## src/rtl/dac_pkg.sv

```systemverilog
// -----------------------------------------------------------------------------
// dac_pkg
//   Shared definitions for the serial DAC transmitter: frame geometry, the
//   default configuration nibble, the FSM state encoding and the registered
//   SPI pin bundle.
// -----------------------------------------------------------------------------
package dac_pkg;

    localparam int FRAME_W = 16;                // bits per SPI frame
    localparam int DATA_W  = 12;                // DAC code width
    localparam int CFG_W   = FRAME_W - DATA_W;  // control nibble width

    // Channel A, unbuffered, gain 1x, output active.
    localparam logic [CFG_W-1:0] CFG_BITS_DEFAULT = 4'b0011;

    localparam int HCNT_W = 8;  // half-period counter width
    localparam int BCNT_W = 5;  // rising-edge counter width (saturates at 16)

    typedef enum logic [2:0] {
        IDLE,
        SETUP,
        SHIFT,
        CS_HOLD,
        LATCH
    } dac_state_t;

    // All four pins live in one register so they change together on the
    // same clk edge and never glitch.
    typedef struct packed {
        logic cs_n;
        logic sck;
        logic sdi;
        logic ldac_n;
    } spi_pins_t;

    localparam spi_pins_t SPI_IDLE = '{cs_n: 1'b1, sck: 1'b0, sdi: 1'b0, ldac_n: 1'b1};

    // Frame layout on the wire: control nibble first, then the code MSB first.
    function automatic logic [FRAME_W-1:0] build_frame(input logic [CFG_W-1:0]  cfg,
                                                       input logic [DATA_W-1:0] data);
        return {cfg, data};
    endfunction

endpackage

```

## src/rtl/sck_tick_gen.sv

```systemverilog
// -----------------------------------------------------------------------------
// sck_tick_gen
//   Half-period timebase for the SPI clock. tick is high on the last clk
//   cycle of every CLK_DIV-cycle interval. restart forces the count back to
//   zero so the next interval begins on the following cycle; the FSM raises
//   it on every state change and while idle.
//
// Ports
//   clk     : clock
//   rst_n   : synchronous active-low reset
//   restart : reload the counter (interval restarts next cycle)
//   tick    : last cycle of the current half-period
// -----------------------------------------------------------------------------
module sck_tick_gen
    import dac_pkg::*;
#(
    parameter int CLK_DIV = 2   // clk cycles per half-period, 1..255
) (
    input  logic clk,
    input  logic rst_n,
    input  logic restart,
    output logic tick
);

    localparam logic [HCNT_W-1:0] LAST = HCNT_W'(CLK_DIV - 1);

    logic [HCNT_W-1:0] cnt;

    // With CLK_DIV=1 LAST is zero, so tick is simply always high.
    assign tick = (cnt == LAST);

    always_ff @(posedge clk) begin
        if (!rst_n || restart || tick) begin
            cnt <= '0;
        end else begin
            cnt <= cnt + 1'b1;
        end
    end

endmodule

```

## src/rtl/dac_spi_tx.sv

```systemverilog
// -----------------------------------------------------------------------------
// dac_spi_tx
//   Streams 12-bit DAC codes to a 16-bit-frame SPI DAC. A one-entry buffer
//   decouples the sample handshake from the serial frame; each frame is
//   SETUP (cs low), 32 SCK half-periods, CS_HOLD, then an LDAC pulse.
//   Every phase lasts a multiple of CLK_DIV, giving 35*CLK_DIV cycles/frame.
//
// Ports
//   clk          : clock
//   rst_n        : synchronous active-low reset (aborts a frame, no LDAC)
//   sample       : 12-bit unsigned DAC code
//   sample_valid : sample is valid this cycle
//   sample_ready : sample is accepted this cycle when valid
//   dac_cs_n     : SPI chip select, active low
//   dac_sck      : SPI clock, idle low
//   dac_sdi      : SPI data, MSB first, changes on SCK falling edges
//   dac_ldac_n   : DAC latch strobe, active low
//   busy         : a frame is in progress (state != IDLE)
// -----------------------------------------------------------------------------
module dac_spi_tx
    import dac_pkg::*;
#(
    parameter int               CLK_DIV  = 2,
    parameter logic [CFG_W-1:0] CFG_BITS = CFG_BITS_DEFAULT
) (
    input  logic              clk,
    input  logic              rst_n,
    input  logic [DATA_W-1:0] sample,
    input  logic              sample_valid,
    output logic              sample_ready,
    output logic              dac_cs_n,
    output logic              dac_sck,
    output logic              dac_sdi,
    output logic              dac_ldac_n,
    output logic              busy
);

    localparam logic [BCNT_W-1:0] LAST_BIT = BCNT_W'(FRAME_W);

    dac_state_t         state, state_nxt;
    spi_pins_t          pins, pins_nxt;
    logic [FRAME_W-1:0] shreg, shreg_nxt;
    logic [BCNT_W-1:0]  bcnt, bcnt_nxt;

    logic               buf_full;
    logic [DATA_W-1:0]  buf_data;

    logic               tick;
    logic               restart;
    logic               load;
    logic               accept;

    // -------------------------------------------------------------------------
    // Sample buffer. The buffer is free either when empty or on the cycle its
    // content moves into the shifter, so a new sample can land the same cycle.
    // -------------------------------------------------------------------------
    assign load         = (state == IDLE) && buf_full;
    assign sample_ready = !buf_full || load;
    assign accept       = sample_valid && sample_ready;

    always_ff @(posedge clk) begin
        if (!rst_n) begin
            buf_full <= 1'b0;
            buf_data <= '0;
        end else if (accept) begin
            buf_full <= 1'b1;
            buf_data <= sample;
        end else if (load) begin
            buf_full <= 1'b0;
        end
    end

    // -------------------------------------------------------------------------
    // Half-period timebase. Held at zero while idle and reloaded on each
    // state change so every phase starts with a full interval.
    // -------------------------------------------------------------------------
    assign restart = (state == IDLE) || (state_nxt != state);

    sck_tick_gen #(
        .CLK_DIV (CLK_DIV)
    ) u_tick (
        .clk     (clk),
        .rst_n   (rst_n),
        .restart (restart),
        .tick    (tick)
    );

    // -------------------------------------------------------------------------
    // FSM next-state and next-pin logic. Pins are computed one cycle ahead
    // and registered alongside the state, so outputs line up with the state
    // they belong to and come straight from flops.
    // -------------------------------------------------------------------------
    always_comb begin
        state_nxt = state;
        pins_nxt  = pins;
        shreg_nxt = shreg;
        bcnt_nxt  = bcnt;

        case (state)
            IDLE: begin
                if (buf_full) begin
                    shreg_nxt     = build_frame(CFG_BITS, buf_data);
                    bcnt_nxt      = '0;
                    state_nxt     = SETUP;
                    pins_nxt.cs_n = 1'b0;
                    pins_nxt.sck  = 1'b0;
                    pins_nxt.sdi  = CFG_BITS[CFG_W-1];
                end
            end

            SETUP: begin
                // First SHIFT half-period is high: the opening rising edge.
                if (tick) begin
                    state_nxt    = SHIFT;
                    pins_nxt.sck = 1'b1;
                    bcnt_nxt     = bcnt + 1'b1;
                end
            end

            SHIFT: begin
                if (tick) begin
                    if (pins.sck) begin
                        // Falling edge: advance to the next bit. Rotating keeps
                        // the whole word live; the wrapped bits are never sent.
                        pins_nxt.sck = 1'b0;
                        shreg_nxt    = {shreg[FRAME_W-2:0], shreg[FRAME_W-1]};
                        pins_nxt.sdi = shreg[FRAME_W-2];
                    end else if (bcnt == LAST_BIT) begin
                        // Low half-period after the 16th falling edge is done.
                        state_nxt     = CS_HOLD;
                        pins_nxt.cs_n = 1'b1;
                    end else begin
                        pins_nxt.sck = 1'b1;
                        bcnt_nxt     = (bcnt == LAST_BIT) ? bcnt : bcnt + 1'b1;
                    end
                end
            end

            CS_HOLD: begin
                if (tick) begin
                    state_nxt       = LATCH;
                    pins_nxt.ldac_n = 1'b0;
                end
            end

            LATCH: begin
                if (tick) begin
                    state_nxt       = IDLE;
                    pins_nxt.ldac_n = 1'b1;
                end
            end

            default: begin
                state_nxt = IDLE;
                pins_nxt  = SPI_IDLE;
            end
        endcase
    end

    always_ff @(posedge clk) begin
        if (!rst_n) begin
            state <= IDLE;
            pins  <= SPI_IDLE;
            shreg <= '0;
            bcnt  <= '0;
        end else begin
            state <= state_nxt;
            pins  <= pins_nxt;
            shreg <= shreg_nxt;
            bcnt  <= bcnt_nxt;
        end
    end

    assign dac_cs_n   = pins.cs_n;
    assign dac_sck    = pins.sck;
    assign dac_sdi    = pins.sdi;
    assign dac_ldac_n = pins.ldac_n;
    assign busy       = (state != IDLE);

endmodule
```

## config.mk

```make
export PLATFORM = sky130hd
export DESIGN_NAME = dac_spi_tx
export DESIGN_NICKNAME = d
export VERILOG_FILES = /design/src/rtl/dac_pkg.sv /design/src/rtl/sck_tick_gen.sv /design/src/rtl/dac_spi_tx.sv
export SDC_FILE = /design/constraint.sdc
export NUM_CORES = 1
export LEC_CHECK = 0
export ABC_CLOCK_PERIOD_IN_PS = 2300
export CELL_PAD_IN_SITES_DETAIL_PLACEMENT = 1
export CELL_PAD_IN_SITES_GLOBAL_PLACEMENT = 1
export CORE_MARGIN = 2
export CORE_UTILIZATION = 43
export CTS_CLUSTER_DIAMETER = 200
export CTS_CLUSTER_SIZE = 8
export DETAILED_ROUTE_END_ITERATION = 12
export PLACE_DENSITY_LB_ADDON = 0.25
export SLEW_MARGIN = 20
export SYNTH_ARGS = -nofsm -noshare
export SYNTH_HDL_FRONTEND = slang
export SYNTH_SLANG_ARGS = --single-unit
```

## constraint.sdc

```tcl
create_clock -name clk -period 2.3 [get_ports clk]
set_input_delay 0.46 -clock clk [delete_from_list [all_inputs] [get_ports clk]]
set_output_delay 0.46 -clock clk [all_outputs]
set_load 0.01 [all_outputs]
```

==> results.cfg <==
[setup_path]
crit_type = flop to flop
crit_path_end_kind = flop
r2r_slack_ns = 0.20
cp-start-kind = flop
r2r-end = bcnt[3]$_SDFFE_PN0P_
cp.required_ns = 2.54
reg2reg_from = u_tick.cnt[0]$_SDFF_PP0_
reg2reg_depth = 6
critPathArrivalTime_ns = 2.34
worst-path-max-fanout = 7

[synthesis]
ys_seq_elements = 49
yosys_warnings = 0
ys_types = 36
async_reset_ff_share_pct = 0
avgSynthCellArea_um2 = 8.99
yosysSeqAreaShare_pct = 44.4
ys.flop_type = dfxtp_1
synth_edf_count = 0
yosys.area.top_type = dfxtp_1
netlist_instances = 246
synth_area_leaders = dfxtp_1 44%, nand2_1 5.8%, mux2i_1 5.4%
syn_nets = 265
synth_top_area_share_pct = 44.4
netlist_area_um2 = 2210

[timing]
worst_slew_pin_slew_ns = 0.445
finClkSkew_ns = 0.00639
hold_violations = 0
post-route-min-period_ns = 2.10
final.period_utilization_pct = 91.3
setup_violations = 0
rsz0062_at_grt = false
report.final.slew_viol_count = 0
clock.fmax_ghz = 0.476
setup_tns_ns = 0
slew_headroom_pct = 70.3

[clock_tree]
cts_made_buffers = 5
clock-sinks = 49
htree_levels = 2
clk_path_buf_depth = 2
cts_hold_buf = 0
cts_tree = yes
clk_pin_slew_ns = 0.09
insertion_delay_ns = 0.30
root_buffer = clkbuf_8

[power]
seq_power_share_pct = 56.9
leakage_nw = 1.07
power_density_nw_per_um2 = 613
net-switching-power_mw = 0.402
sw_frac_of_total_pct = 24.9
comb_power_share_pct = 12.7
clock_power_share_pct = 30.4
irDropWorstVdd_v = 0.000293
internal_power_mw = 1.21

[drt]
drtPass1Iterations = 4
wirelength_um = 4810
route.detailed.drc = 0
avgViaCountPerCell = 5.35
drt_iter0_markers = 103
final_antenna_net_count = 0
via_count = 1826
avgRoutedWirePerCell_um = 14.1

[hold_path]
holdCritStartpoint = buf_data[8]$_SDFFE_PN0P_
hold_end = buf_data[8]$_SDFFE_PN0P_
hold_depth = 2
hp-class = flop to flop

[die]
die_area_um2 = 5730
coreArea_um2 = 5040
die_h_um = 75.7
dieWidth_um = 75.7
initial_core_util_pct = 43.8
ios = 21
rows = 26

[grt]
grt_max_degree = 39
groute.usage.overall_pct = 18.0
grt_pass1_wl_um = 7940
antenna_found_initial = 0
grt_pass1_vias = 1729
overflow = 0

[outcome]
status = completed

[placement]
placed_cell_area_um2 = 2510
gp_congestion = 0.836
dp_hpwl_um = 3340
port_buffers = 20

[finish]
syn2layout_area_growth_pct = 19.0
final_common_cell = dfxtp_1
drive_gt1_share_pct = 9.23
antennaDiodeCount = 0
fin_nets = 289
fill_cells = 601
final_cell_mix = 47 x dfxtp_1, 34 x nand2_1, 24 x nand3_1, 19 x clkdlybuf4s50_1, 16 x a21boi_0
finalInstanceArea_um2 = 2630

[job]
drv_cap = 0
## cell type report
| cell class | count | area, µm² | area share, % |
|---|---|---|---|
| Multi-Input combinational cell | 176 | 1160 | 44.1 |
| Sequential cell | 49 | 983 | 37.4 |
| Timing Repair Buffer | 30 | 290 | 11.0 |
| Tap cell | 70 | 87.6 | 3.33 |
| Clock buffer | 8 | 80.1 | 3.04 |
| Inverter | 8 | 30.0 | 1.14 |
## routing by layer
metal  vias up  wire length (µm)  global-route usage (%)
met4         0                46                    6.24
met3         6               125                    4.76
li1        918                 -                       -
met2        17              2300                    29.6
met5         -                 0                       0
met1       885              2340                    22.8
## state kept, by name, indices dropped and copies added, names as in the netlist, 3 cells and up
signal / cells
bcnt: 5
buf_data: 12
shreg: 16
state: 3
u_tick.cnt: 8
## logic make-up (layout without fill, tap and decap cells)
family | Yosys count | in the layout | synth area share (%)
DFF | 49 | 49 | 44.4
and+or+nand+nor | 100 | 100 | 23.4
muxes | 12 | 12 | 5.43
adders and majority gates | 4 | 4 | 2.26
AOI/OAI and AO/OA | 52 | 52 | 17.7
xor gates and xnor gates | 8 | 8 | 3.17
buffers and inverters | 21 | 46 | 3.73
## repair_timing
action	CTS	global route
setup buffers	0	3
gates resized for setup	1	4
setup endpoints to repair	1	4
pin swaps	0	1
## through the flow
step	power (mW)	util (%)	std cells	setup slack (ns)	hold slack, ns
2_1_floorplan	1.05	-	246	0.323	0.441
3_3_place_gp	1.12	49.8	330	0.203	0.452
3_5_place_dp	1.13	49.8	330	0.115	0.464
4_1_cts	1.62	51.5	338	0.0132	0.475
5_1_grt	1.70	52.2	341	0.0307	0.490
6_report	1.61	52.2	341	0.200	0.471
## worst max path at each step
stage | startpoint | end | slack, ns
after floorplan | u_tick.cnt[0]$_SDFF_PP0_ | bcnt[3]$_SDFFE_PN0P_ | 0.32
after global placement | u_tick.cnt[0]$_SDFF_PP0_ | bcnt[3]$_SDFFE_PN0P_ | 0.20
after detailed placement | u_tick.cnt[0]$_SDFF_PP0_ | bcnt[3]$_SDFFE_PN0P_ | 0.12
after CTS | state[1]$_SDFF_PN0_ | sample_ready | 0.01
after global routing | u_tick.cnt[0]$_SDFF_PP0_ | bcnt[3]$_SDFFE_PN0P_ | 0.03
final | u_tick.cnt[0]$_SDFF_PP0_ | bcnt[3]$_SDFFE_PN0P_ | 0.20
## power groups by stage
stage	clock (mW)	combinational (mW)	sequential, mW
2_1_floorplan	0	0.128	0.927
3_3_place_gp	0	0.187	0.936
3_5_place_dp	0	0.194	0.938
4_1_cts	0.504	0.196	0.918
5_1_grt	0.542	0.230	0.924
6_report	0.490	0.205	0.918
## critical path, cell delays in order, from the launching register on
cell	delay (ns)
dfxtp_1	0.43
ha_1	0.18
nor3b_4	0.28
a31oi_1	0.14
a2111o_1	0.49
or3_1	0.37
a21oi_1	0.14
## cells in the mapped netlist (5+ instances only)
library cell / instances
dfxtp_1: 49
mux2i_1: 12
nand2_1: 34
and3_1: 5
or3_1: 5
a21oi_1: 8
a21boi_0: 16
nor2_1: 14
o21ai_0: 6
inv_1: 8
o211a_1: 12
xor2_1: 5
nand3_1: 24
clkbuf_1: 9
(Power assumes the default switching activity.)
